File: config.mk
export PLATFORM = sky130hd
export DESIGN_NAME = uart_tx_queue
export DESIGN_NICKNAME = d
export VERILOG_FILES = /design/src/rtl/uart_pkg.sv /design/src/rtl/uart_fifo_mem.sv /design/src/rtl/uart_tx_queue.sv
export SDC_FILE = /design/constraint.sdc
export NUM_CORES = 1
export LEC_CHECK = 0
export ABC_AREA = 1
export CAP_MARGIN = 15
export CORE_UTILIZATION = 40
export CTS_BUF_LIST = sky130_fd_sc_hd__clkbuf_8 sky130_fd_sc_hd__clkbuf_16
export DETAILED_ROUTE_END_ITERATION = 16
export SETUP_SLACK_MARGIN = 0.4
export SLEW_MARGIN = 0
export SYNTH_ARGS = -nofsm -noshare
export SYNTH_HDL_FRONTEND = slang
export SYNTH_SLANG_ARGS = --single-unit
export TNS_END_PERCENT = 20
File: constraint.sdc
create_clock -name CLOCK_TX -period 3.06 [get_ports CLOCK_TX]
set_clock_uncertainty 0.2 [all_clocks]
set_input_delay 0.612 -clock CLOCK_TX [delete_from_list [all_inputs] [get_ports CLOCK_TX]]
set_output_delay 0.612 -clock CLOCK_TX [all_outputs]
set_load 0.005 [all_outputs]
File: src/rtl/uart_pkg.sv
// Shared types and default sizing for the uart_tx_queue slice.
// UART_TXQ_TIMEOUT_EN (in uart_tx_queue) enables the per-frame abort timer.
package uart_pkg;

  localparam int DEPTH_DEF       = 16;
  localparam int ADDR_W_DEF      = 4;
  localparam int TIMEOUT_CYC_DEF = 4096;

  typedef logic [7:0] byte_t;

  typedef enum logic [1:0] {
    IDLE      = 2'd0,
    ARM       = 2'd1,
    WAIT_DONE = 2'd2
  } state_e;

endpackage

File: src/rtl/uart_fifo_mem.sv
// Circular byte store with read/write pointers and an occupancy counter.
// Pointers wrap naturally because DEPTH is a power of two.
module uart_fifo_mem
  import uart_pkg::*;
#(
  parameter int DEPTH  = DEPTH_DEF,
  parameter int ADDR_W = ADDR_W_DEF
) (
  input  logic              i_clk,
  input  logic              i_rst,
  input  logic              i_push,
  input  logic              i_pop,
  input  byte_t             i_wdata,
  output byte_t             o_rdata,
  output logic [ADDR_W:0]   o_count,
  output logic              o_full,
  output logic              o_empty
);

  localparam logic [ADDR_W-1:0] PTR_ONE  = {{(ADDR_W-1){1'b0}}, 1'b1};
  localparam logic [ADDR_W:0]   CNT_ONE  = {{ADDR_W{1'b0}}, 1'b1};
  localparam logic [ADDR_W:0]   CNT_FULL = DEPTH[ADDR_W:0];

  byte_t             r_mem [DEPTH];
  logic [ADDR_W-1:0] r_wr_ptr;
  logic [ADDR_W-1:0] r_rd_ptr;
  logic [ADDR_W:0]   r_count;

  always_ff @(posedge i_clk) begin
    if (i_push) begin
      r_mem[r_wr_ptr] <= i_wdata;
    end
  end

  // Push and pop together leave the occupancy unchanged.
  always_ff @(posedge i_clk) begin
    if (i_rst) begin
      r_wr_ptr <= {ADDR_W{1'b0}};
      r_rd_ptr <= {ADDR_W{1'b0}};
      r_count  <= {(ADDR_W+1){1'b0}};
    end else begin
      if (i_push) begin
        r_wr_ptr <= r_wr_ptr + PTR_ONE;
      end
      if (i_pop) begin
        r_rd_ptr <= r_rd_ptr + PTR_ONE;
      end
      case ({i_push, i_pop})
        2'b10:   r_count <= r_count + CNT_ONE;
        2'b01:   r_count <= r_count - CNT_ONE;
        default: r_count <= r_count;
      endcase
    end
  end

  assign o_rdata = r_mem[r_rd_ptr];
  assign o_count = r_count;
  assign o_full  = (r_count == CNT_FULL);
  assign o_empty = (r_count == {(ADDR_W+1){1'b0}});

endmodule

File: src/rtl/uart_tx_queue.sv
// Byte queue feeding uart_tx: one SEND pulse per frame, waits on NINTO completion.
// Define UART_TXQ_TIMEOUT_EN to abort frames that exceed TIMEOUT_CYC cycles.
module uart_tx_queue
  import uart_pkg::*;
#(
  parameter int DEPTH       = DEPTH_DEF,
  parameter int ADDR_W      = ADDR_W_DEF,
  parameter int TIMEOUT_CYC = TIMEOUT_CYC_DEF
) (
  input  logic              CLOCK_TX,
  input  logic              RESET,
  input  logic              WR_EN,
  input  logic [7:0]        WR_DATA,
  input  logic              OVF_CLR,
  input  logic              NINTO,
  output logic              SEND,
  output logic [7:0]        TX_DATA,
  output logic              FULL,
  output logic              EMPTY,
  output logic [ADDR_W:0]   COUNT,
  output logic              BUSY,
  output logic              OVERFLOW,
  output logic              TIMEOUT
);

  state_e r_state;
  state_e w_state_norm;
  state_e w_state_nxt;
  byte_t  w_rdata;
  logic   w_pop;
  logic   w_push;
  logic   w_ovf_evt;
  logic   w_tmo_hit;
  logic   r_send;
  byte_t  r_tx_data;
  logic   r_overflow;

  // A full queue still accepts a write when the head leaves in the same cycle.
  assign w_pop     = (r_state == IDLE) && !EMPTY;
  assign w_push    = WR_EN && (!FULL || w_pop);
  assign w_ovf_evt = WR_EN && FULL && !w_pop;

  uart_fifo_mem #(
    .DEPTH  (DEPTH),
    .ADDR_W (ADDR_W)
  ) u_fifo (
    .i_clk   (CLOCK_TX),
    .i_rst   (RESET),
    .i_push  (w_push),
    .i_pop   (w_pop),
    .i_wdata (WR_DATA),
    .o_rdata (w_rdata),
    .o_count (COUNT),
    .o_full  (FULL),
    .o_empty (EMPTY)
  );

`ifdef UART_TXQ_TIMEOUT_EN
  localparam int TCNT_W = (TIMEOUT_CYC > 2) ? $clog2(TIMEOUT_CYC) : 2;
  localparam logic [TCNT_W-1:0] TCNT_MAX = TCNT_W'(TIMEOUT_CYC - 32'sd1);
  localparam logic [TCNT_W-1:0] TCNT_ONE = {{(TCNT_W-1){1'b0}}, 1'b1};

  logic [TCNT_W-1:0] r_tcnt;
  logic              r_timeout;

  assign w_tmo_hit = (r_state != IDLE) && (r_tcnt == TCNT_MAX);

  // Frame age counter restarts at each launch; an expired frame is dropped.
  always_ff @(posedge CLOCK_TX) begin
    if (RESET) begin
      r_tcnt    <= {TCNT_W{1'b0}};
      r_timeout <= 1'b0;
    end else begin
      if (w_pop) begin
        r_tcnt <= {TCNT_W{1'b0}};
      end else if (r_state != IDLE) begin
        r_tcnt <= r_tcnt + TCNT_ONE;
      end
      if (w_tmo_hit) begin
        r_timeout <= 1'b1;
      end
    end
  end

  assign TIMEOUT = r_timeout;
`else
  assign w_tmo_hit = 1'b0;
  assign TIMEOUT   = 1'b0;
`endif

  // ARM ignores a stale-low NINTO until uart_tx reports the frame in flight.
  always_comb begin
    w_state_norm = r_state;
    case (r_state)
      IDLE:      w_state_norm = w_pop ? ARM : IDLE;
      ARM:       w_state_norm = NINTO ? WAIT_DONE : ARM;
      WAIT_DONE: w_state_norm = NINTO ? WAIT_DONE : IDLE;
      default:   w_state_norm = IDLE;
    endcase
    w_state_nxt = w_tmo_hit ? IDLE : w_state_norm;
  end

  always_ff @(posedge CLOCK_TX) begin
    if (RESET) begin
      r_state    <= IDLE;
      r_send     <= 1'b0;
      r_tx_data  <= 8'h00;
      r_overflow <= 1'b0;
    end else begin
      r_state <= w_state_nxt;
      r_send  <= w_pop;
      if (w_pop) begin
        r_tx_data <= w_rdata;
      end
      if (w_ovf_evt) begin
        r_overflow <= 1'b1;
      end else if (OVF_CLR) begin
        r_overflow <= 1'b0;
      end
    end
  end

  assign SEND     = r_send;
  assign TX_DATA  = r_tx_data;
  assign BUSY     = (r_state != IDLE);
  assign OVERFLOW = r_overflow;

endmodule

==> flow_metrics.py, run 1 <==
metrics = {
    "run_status": {
        "outcome": "finished clean",
    },
    "hold_path": {
        "min_to": "OVERFLOW$_SDFFE_PP0P_",
        "hold_path_startpoint": "OVERFLOW$_SDFFE_PP0P_",
        "hold_depth": 2,
        "hold_class": "reg -> reg",
    },
    "clocking": {
        "cts_buffers": 17,
        "h-tree-depth": 4,
        "cts_tree": "built",
        "clk_pin_slew_ps": 60,
        "clockBufferDepth": 2,
        "clockRootBuffer": "clkbuf_16",
        "post_cts_buffers": 0,
        "cts_hold_buffers": 0,
        "clk_latency_ps": 430,
        "cts_resized": 0,
        "cts_sinks": 153,
    },
    "critical_path": {
        "cp.required_ps": 2250,
        "crit_type": "reg -> out",
        "cp_top_family": "buffers and inverters",
        "setup.worst_path.start_class": "flip-flop",
        "path_cells": "nor2_2, nand2_1, nor2_2, clkdlybuf4s50_1",
        "cp_num_buf_inv": 1,
        "worstPathArrival_ps": 1720,
        "cp_max_fo": 5,
        "r2r_end": "u_fifo.o_count[4]$_SDFFE_PP0P_",
        "cp-startpoint": "u_fifo.o_count[0]$_SDFFE_PP0P_",
        "reg2regPathDepth": 11,
        "max_stage_delay_ps": 530,
        "timing.critical_path.slowest_stage_cell": "clkdlybuf4s50_1",
        "rrSetupSlack_ps": 730,
        "cp_common_cell": "nor2_2",
        "reg2reg_from": "u_fifo.o_count[4]$_SDFFE_PP0P_",
        "cp-end-kind": "output pin",
    },
    "finish": {
        "layout-drive-gt1-share": 0.114,
        "nNetsFinal": 748,
        "fillers": 1483,
        "fin_util": 0.485,
        "diodes": 0,
        "area_growth_pct": 18.6,
    },
    "sta": {
        "max_freq_mhz": 394,
        "finalCriticalPeriod_ps": 2540,
        "fin_tns_setup_ps": 0,
        "tightest_slew_ps": 1050,
        "final-max-slew-violation-count": 0,
        "finalSetupViolations": 0,
        "max_slew_margin": 0.299,
        "rsz0062_at_grt": "false",
        "fin_crit_sh": 0.829,
        "postLayoutSetupSlackWorst_ps": 524,
        "hold_viol": 0,
    },
    "logic_synthesis": {
        "syn_inst": 679,
        "synth.distinct_cells": 32,
        "synth_ff_type": "edfxtp_1",
        "netlist_area_sq_um": 6760,
        "synth_edf_count": 128,
        "synth-seq-cells": 153,
        "synthArstFlopShare": 0,
        "yosys_warnings": 0,
        "syn_nets": 701,
        "syn_area_per_cell_sq_um": 9.96,
        "ys_seq_area_frac": 0.642,
    },
    "global_route": {
        "grt_max_degree": 67,
        "track_usage": 0.192,
        "grt_pass1_wl_um": 24800,
        "grt.overflow.total": 0,
        "grt_pass1_vias": 4762,
        "antenna_found_initial": 0,
    },
    "place": {
        "dp_hpwl_um": 10200,
        "portBuffers": 30,
        "gp_congestion": 0.876,
        "pre_cts_ws_ps": 460,
    },
    "detailed_routing": {
        "wl_um": 15300,
        "drt_pre_antenna_iters": 5,
        "wl_per_cell_um": 16.0,
        "via_count": 4679,
        "via_per_inst": 4.88,
        "drt_iter0_markers": 391,
        "drc": 0,
        "ant_nets": 0,
    },
    "power": {
        "internal-power_uw": 4530,
        "power_frac_comb": 0.280,
        "power.switching_uw": 2120,
        "seq_power_share": 0.378,
        "power_switching_share": 0.319,
        "power.density_nw_per_um2": 830,
        "clkPwrFrac": 0.342,
        "p_leak_uw": 0.00334,
        "max-vdd-ir-drop_mv": 0.425,
        "p_total_uw": 6650,
    },
    "floorplan": {
        "start_util": 0.409,
        "pin_count": 32,
        "die_area_sq_um": 17400,
        "fp.dieW_um": 132,
        "coreArea_sq_um": 16500,
        "die_h_um": 132,
        "rows": 47,
    },
    "flow_run": {
        "cap_violations": 0,
    },
}
Yosys cell counts (2+ instances only):
master	number	area share
clkinv_1	2	0.0011
nand3_2	9	0.013
dfxtp_1	25	0.074
buf_2	14	0.010
ha_1	8	0.015
edfxtp_1	128	0.57
nor2_4	2	0.0033
nor2_1	62	0.034
o21ai_1	2	0.0015
nand2_1	186	0.10
o21ai_0	15	0.011
nand3_1	91	0.067
inv_2	4	0.0022
buf_4	8	0.0089
clkbuf_1	5	0.0028
xor2_1	2	0.0026
buf_6	2	0.0033
nand2_2	3	0.0028
nor2_2	2	0.0018
inv_1	87	0.048
a21oi_1	11	0.0081
area by class of cell:
type / count / area, sq um / area share
flip-flops and latches: 153 / 4350 / 0.542
multi-input cells: 402 / 1870 / 0.234
repair buffers: 58 / 523 / 0.0652
clock buffers: 17 / 425 / 0.0531
inverters: 94 / 355 / 0.0443
well taps: 220 / 275 / 0.0343
clock inverters: 14 / 221 / 0.0276
worst max path at each step:
| stage | slack (ps) | end | cells after the start |
|---|---|---|---|
| after floorplan | 1080 | u_fifo.o_count[3]$_SDFFE_PP0P_ | 12 |
| after global placement | 490 | u_fifo.o_count[4]$_SDFFE_PP0P_ | 11 |
| after detailed placement | 460 | u_fifo.o_count[4]$_SDFFE_PP0P_ | 11 |
| after CTS | 500 | FULL | 4 |
| after global routing | 430 | FULL | 4 |
| final | 520 | FULL | 4 |
placed cells by master (no fill, tap or decap), types with 4 or more instances in the layout:
master / netlist / layout
nand2_1: 186 / 186
inv_2: 4 / 4
a21oi_1: 11 / 11
nand3_2: 9 / 9
clkdlybuf4s50_1: 0 / 30
inv_1: 87 / 87
nand3_1: 91 / 91
edfxtp_1: 128 / 128
buf_4: 8 / 27
ha_1: 8 / 8
clkbuf_16: 0 / 17
dfxtp_1: 25 / 24
clkinv_4: 0 / 4
o21ai_0: 15 / 15
nor2_1: 62 / 62
bufinv_16: 0 / 5
worst reg2reg max path, delay by kind of cell (launching register included):
family / cells / cell delay, ps
buffers and inverters: 2 / 330
AND/OR/NAND/NOR: 7 / 760
AO/OA/AOI/OAI: 1 / 130
adder cells (fa/ha/maj): 1 / 420
flip-flops: 1 / 400
metrics by stage:
stage / hold WS, ps / instances / instance area, sq um
6_report: 271 / 958 / 8020
5_1_grt: 326 / 958 / 8020
4_1_cts: 276 / 958 / 8020
3_5_place_dp: 265 / 927 / 7370
3_3_place_gp: 256 / 927 / 7370
2_1_floorplan: 260 / 679 / 6760
power by group through the flow:
stage / sequential (uW) / combinational, uW / clock [uW]
after floorplan: 2520 / 1410 / 0
after global placement: 2550 / 1840 / 0
after detailed placement: 2560 / 1870 / 0
after CTS: 2510 / 1880 / 2300
after global routing: 2530 / 2110 / 2380
final: 2510 / 1860 / 2270
registers in the layout (all words and copies together), names as in the netlist:
signal           flops
u_fifo.r_mem       128
u_fifo.r_rd_ptr      4
OVERFLOW             1
r_state              2
u_fifo.o_count       5
u_fifo.r_wr_ptr      4
SEND                 1
TX_DATA              8
routing by layer:
layer | up-vias | routed length [um] | track usage
li1 | 2294 | - | -
met4 | 0 | 561 | 0.104
met3 | 44 | 714 | 0.0442
met1 | 2225 | 6920 | 0.241
met5 | - | 0 | 0
met2 | 116 | 7140 | 0.309
cell families after synthesis:
kind of cell | Yosys count | synth area share
flops | 153 | 0.642
other cells | 1 | 0.000554
fa+ha+maj | 9 | 0.0178
compound gates | 31 | 0.0244
xor+xnor | 3 | 0.00389
simple gates | 358 | 0.230
buf+inv | 124 | 0.0808
Note: power is estimated with default switching activity, not from simulation.
==> run 2, diff against run 1 <==
==> constraint.sdc (replaced) <==
create_clock -name CLOCK_TX -period 2 [get_ports CLOCK_TX]
set_clock_uncertainty 0.2 [all_clocks]
set_input_delay 0.4 -clock CLOCK_TX [delete_from_list [all_inputs] [get_ports CLOCK_TX]]
set_output_delay 0.4 -clock CLOCK_TX [all_outputs]
set_load 0.005 [all_outputs]
==> run 2 against run 1 <==
  * The flow now finishes with violations (setup timing)
  * Count of clock-buffer cells in the layout unchanged
  * Sequential power is 55% higher
  * Combinational power rose by 120%
  * Utilization increased by 5.0 points
  * Largest cell class unchanged
  * Highest routed layer unchanged
==> flow_metrics.py, run 2 (synthesis gave the netlist of run 1 again) <==
metrics = {
    "run_status": {
        "outcome": "complete, but fails checks",
        "violations": "setup timing",
    },
    "floorplan": {
        "die_h_um": 132,
        "rows": 47,
        "start_util": 0.409,
        "pin_count": 32,
        "die_area_sq_um": 17400,
        "fp.dieW_um": 132,
        "coreArea_sq_um": 16500,
    },
    "global_route": {
        "antenna_found_initial": 0,
        "grt_pass1_vias": 4780,
        "grt_pass1_wl_um": 26000,
        "track_usage": 0.201,
        "grt.overflow.total": 0,
        "grt_max_degree": 42,
    },
    "sta": {
        "tightest_slew_ps": 549,
        "final-max-slew-violation-count": 0,
        "max_slew_margin": 0.633,
        "fin_crit_sh": 1.00,
        "finalCriticalPeriod_ps": 2000,
        "hold_viol": 0,
        "finalSetupViolations": 1,
        "max_freq_mhz": 500,
        "rsz0062_at_grt": "true",
        "postLayoutSetupSlackWorst_ps": -0.428,
    },
    "critical_path": {
        "worstPathArrival_ps": 2150,
        "crit_type": "reg -> reg",
        "cp.required_ps": 2150,
        "cp_num_buf_inv": 3,
        "cp_top_family": "simple AND/OR/NAND/NOR gates",
        "timing.critical_path.slowest_stage_cell": "dfxtp_4",
        "cp-end-kind": "flip-flop",
        "max_stage_delay_ps": 350,
        "path_cells": "nor2_4, nand3_2, buf_6, nand2_4, inv_4, nand2_4, inv_4, ha_4, nand3b_1, nand3_1, nand2_1, nand3_1, nand2_1, nor2_1",
        "setup.worst_path.start_class": "flip-flop",
        "cp_max_fo": 4,
    },
    "finish": {
        "diodes": 0,
        "postLayoutCellArea_sq_um": 8850,
        "final_cell_mix": "nand2_1 (183), edfxtp_1 (128), inv_1 (87)",
        "largest-register": "u_fifo.r_mem",
        "area_growth_pct": 30.8,
        "largest_register_ffs": 128,
        "layout-drive-gt1-share": 0.235,
        "nNetsFinal": 783,
        "final_common_cell": "nand2_1",
    },
    "clocking": {
        "cts_sinks": 153,
        "h-tree-depth": 4,
        "clk_pin_slew_ps": 60,
        "clockRootBuffer": "clkbuf_16",
        "cts_tree": "built",
        "clockBufferDepth": 2,
        "cts_buffers": 17,
        "clk_latency_ps": 420,
    },
    "detailed_routing": {
        "via_count": 4907,
        "wl_um": 16500,
        "drc": 0,
        "via_per_inst": 4.94,
        "ant_nets": 0,
        "wl_per_cell_um": 16.6,
        "drt_iter0_markers": 466,
        "drt_pre_antenna_iters": 4,
    },
    "place": {
        "pre_cts_ws_ps": -311,
        "gp_congestion": 0.881,
        "dp_hpwl_um": 10800,
        "dpl_cell_area_sq_um": 7590,
        "portBuffers": 30,
    },
    "power": {
        "max-vdd-ir-drop_mv": 0.653,
        "power.density_nw_per_um2": 1280,
        "p_total_uw": 11400,
        "p_leak_uw": 0.00380,
    },
    "hold_path": {
        "hold_class": "reg -> reg",
    },
    "flow_run": {
        "cap_violations": 0,
    },
}
## run 2: cell count changes in the layout (fill, tap and decap cells not counted), sizes merged
cell	before	now
inv	94	97
buf	28	67
bufinv	5	4
clkdlybuf4s50	30	12
clkbuf	17	19
clkinv	7	6
dlymetal6s2s	0	12
## run 2: path summary, 6_finish.rpt
check	startpoint	endpoint	slack, ps	cells after the start
setup / recovery	u_fifo.o_count[2]$_SDFFE_PP0P_	u_fifo.o_count[4]$_SDFFE_PP0P_	-0.4	14
hold / removal	r_state[0]$_SDFF_PP0_	r_state[1]$_SDFF_PP0_	250	1
setup reg to reg	u_fifo.o_count[2]$_SDFFE_PP0P_	u_fifo.o_count[4]$_SDFFE_PP0P_	-0.4	14
hold reg to reg	r_state[0]$_SDFF_PP0_	r_state[1]$_SDFF_PP0_	250	1
## run 2: repair_timing
| item | in CTS | in global routing |
|---|---|---|
| resized for setup | 46 | 111 |
| setup endpoints to repair | 159 | 166 |
| buffers inserted | 14 | 6 |
| pin swaps | 12 | 44 |
| hold buffers | 0 | 0 |
## run 2: per-layer routing
| metal | up-vias | global-route usage | part of all wire |
|---|---|---|---|
| li1 | 2365 | - | - |
| met1 | 2372 | 0.264 | 0.43 |
| met2 | 137 | 0.328 | 0.50 |
| met3 | 33 | 0.0446 | 0.050 |
| met4 | 0 | 0.0711 | 0.022 |
| met5 | - | 0 | 0 |
## run 2: worst reg2reg max path, cell delays in order (launching register included)
cell and delay (ps):
dfxtp_4 350, nor2_4 120, nand3_2 90, buf_6 130
nand2_4 60, inv_4 40, nand2_4 80, inv_4 60
ha_4 290, nand3b_1 110, nand3_1 100, nand2_1 60
nand3_1 70, nand2_1 60, nor2_1 100
## run 2: metrics by stage
step,std cells,TNS [ps],util,hold slack (ps)
final,994,-0.428,0.535,255
after global routing,994,-341,0.535,275
after CTS,988,0,0.510,256
after detailed placement,942,-34250,0.459,256
after global placement,942,-32470,0.459,256
after floorplan,679,0,-,260
## run 2: layout make-up
class / count / area (sq um)
Fill cell: 1389 / 7680
Sequential cell: 153 / 4370
Multi-Input combinational cell: 402 / 2200
Timing Repair Buffer: 93 / 1000
Clock buffer: 17 / 425
Inverter: 94 / 365
Tap cell: 220 / 275
Clock inverter: 15 / 199
## run 2: report_power, final
part           switching (uW)  leakage [uW]  internal [uW]
registers                 192       0.00137           3700
clock network            1260      0.000304           2090
logic                    2280       0.00212           1850
total                    3730       0.00380           7630
==> run 3, diff against run 2 <==
--- a/config.mk
+++ b/config.mk
@@ -7,7 +7,7 @@
 export LEC_CHECK = 0
 export ABC_AREA = 1
 export CAP_MARGIN = 15
-export CORE_UTILIZATION = 40
+export CORE_UTILIZATION = 24
 export CTS_BUF_LIST = sky130_fd_sc_hd__clkbuf_8 sky130_fd_sc_hd__clkbuf_16
 export DETAILED_ROUTE_END_ITERATION = 16
 export SETUP_SLACK_MARGIN = 0.4
==> run 3 against run 2 <==
  * The flow now finishes without violations
  * Worst setup slack better by 36 ps
  * Sequential power about the same
  * Sequential share of layout area fell by 0.78 points
  * Combinational power is 4% lower
  * Die area increased by 66%
  * Global-route usage is 8.5 points lower
==> flow_metrics.py, run 3 (synthesis gave the netlist of run 1 again) <==
metrics = {
    "global_route": {
        "grt_max_degree": 34,
        "track_usage": 0.116,
        "antenna_found_initial": 0,
        "grt.overflow.total": 0,
        "grt_pass1_wl_um": 24800,
        "grt_pass1_vias": 4598,
    },
    "clocking": {
        "clockBufferDepth": 2,
        "cts_sinks": 153,
        "h-tree-depth": 4,
        "clk_pin_slew_ps": 60,
        "cts_tree": "built",
        "cts_hold_buffers": 0,
        "cts_buffers": 17,
        "clk_latency_ps": 420,
        "clockRootBuffer": "clkbuf_16",
    },
    "sta": {
        "hold_viol": 0,
        "rsz0062_at_grt": "true",
        "max_freq_mhz": 509,
        "finalCriticalPeriod_ps": 1960,
        "final-max-slew-violation-count": 0,
        "fin_crit_sh": 0.982,
        "finalSetupViolations": 0,
    },
    "finish": {
        "largest_register_ffs": 128,
        "largest-register": "u_fifo.r_mem",
        "postLayoutCellArea_sq_um": 8990,
        "multi_input_area_sq_um": 2220,
        "nNetsFinal": 786,
        "layout-drive-gt1-share": 0.254,
        "register_area_sq_um": 4370,
        "diodes": 0,
        "final_cells": 1155,
        "final_cell_mix": "nand2_1 (183), edfxtp_1 (128), inv_1 (88)",
        "final_common_cell": "nand2_1",
        "area_growth_pct": 32.9,
        "fillers": 2813,
    },
    "critical_path": {
        "cp_top_family": "simple AND/OR/NAND/NOR gates",
        "timing.critical_path.slowest_stage_cell": "dfxtp_4",
        "reg2reg_from": "u_fifo.o_count[1]$_SDFFE_PP0P_",
        "worstPathArrival_ps": 2080,
        "cp_max_fo": 4,
        "rrSetupSlack_ps": 40,
        "setup.worst_path.start_class": "flip-flop",
        "cp_num_buf_inv": 3,
        "cp-end-kind": "flip-flop",
        "max_stage_delay_ps": 350,
        "reg2regPathDepth": 13,
        "r2r_end": "u_fifo.o_count[3]$_SDFFE_PP0P_",
        "path_cells": "nor2_4, nand3_2, buf_6, nand2_4, inv_4, nand2_4, inv_6, ha_4, a21oi_2, nand2_1, xor2_1, nor2_1, nor2_1",
        "crit_type": "reg -> reg",
        "cp.required_ps": 2110,
    },
    "hold_path": {
        "hold_class": "reg -> reg",
        "hold_depth": 1,
        "hold_path_startpoint": "r_state[0]$_SDFF_PP0_",
        "min_to": "r_state[1]$_SDFF_PP0_",
    },
    "floorplan": {
        "die_area_sq_um": 28900,
        "rows": 61,
        "fp.dieW_um": 170,
        "die_h_um": 170,
        "start_util": 0.243,
        "pin_count": 32,
        "coreArea_sq_um": 27800,
    },
    "run_status": {
        "outcome": "finished clean",
    },
    "detailed_routing": {
        "drt_pre_antenna_iters": 5,
        "ant_nets": 0,
        "via_count": 4828,
        "via_per_inst": 4.18,
        "drt_iter0_markers": 443,
        "wl_per_cell_um": 14.3,
        "drc": 0,
        "wl_um": 16500,
    },
    "power": {
        "p_leak_uw": 0.00362,
        "p_total_uw": 10900,
        "max-vdd-ir-drop_mv": 0.739,
        "power.density_nw_per_um2": 1210,
    },
    "place": {
        "gp_congestion": 0.804,
        "portBuffers": 30,
        "dp_hpwl_um": 10600,
        "dpl_cell_area_sq_um": 7820,
        "dp.cells": 1106,
    },
    "flow_run": {
        "cap_violations": 0,
    },
}
==> run 3: repair_timing <==
item                                    CTS  global route
buffers inserted                         12             5
endpoints found under the setup margin  160           158
gates resized for setup                  71           116
pin swaps                                14            41
==> run 3: metrics by stage <==
stage	hold slack [ps]	TNS [ps]	setup slack [ps]	utilization
after floorplan	260	0	158	-
after global placement	258	-31080	-276	0.282
after detailed placement	267	-36300	-330	0.282
after CTS	257	0	47.4	0.309
after global routing	283	-164	-95.6	0.324
final	262	0	35.8	0.324
==> run 3: cell type report <==
type,instances,area share
inverter,94,0.0413
clock buffer,17,0.0473
multi-input combinational,402,0.248
sequential,153,0.487
timing repair buffer,96,0.109
clock inverter,15,0.0155
tap,378,0.0526
==> run 3: where the power goes <==
part / total, uW / switching (uW) / internal (uW)
Combinational: 3980 / 2270 / 1710
Sequential: 3860 / 168 / 3700
Clock: 3030 / 1230 / 1810
==> run 3: worst max path at each step <==
stage | startpoint | to | slack, ps | depth (start not counted)
after floorplan | u_fifo.o_count[2]$_SDFFE_PP0P_ | u_fifo.o_count[4]$_SDFFE_PP0P_ | 160 | 11
after global placement | WR_EN | u_fifo.o_count[4]$_SDFFE_PP0P_ | -280 | 9
after detailed placement | WR_EN | u_fifo.r_mem[14][7]$_DFFE_PP_ | -330 | 6
after CTS | u_fifo.o_count[2]$_SDFFE_PP0P_ | u_fifo.o_count[4]$_SDFFE_PP0P_ | 50 | 13
after global routing | u_fifo.o_count[1]$_SDFFE_PP0P_ | u_fifo.o_count[4]$_SDFFE_PP0P_ | -100 | 14
final | u_fifo.o_count[1]$_SDFFE_PP0P_ | u_fifo.o_count[3]$_SDFFE_PP0P_ | 40 | 13
==> run 3: worst register-to-register path, cell delays in order (launching register included) <==
cell	delay (ps)
dfxtp_4	350
nor2_4	120
nand3_2	100
buf_6	130
nand2_4	60
inv_4	40
nand2_4	80
inv_6	50
ha_4	250
a21oi_2	120
nand2_1	70
xor2_1	160
nor2_1	90
nor2_1	50
==> run 3: layer usage <==
layer | up-vias | wire (um) | GRT usage
met3 | 28 | 848 | 0.0226
met4 | 0 | 336 | 0.0435
met5 | - | 0 | 0
met1 | 2289 | 7130 | 0.148
met2 | 132 | 8160 | 0.195
li1 | 2379 | - | -
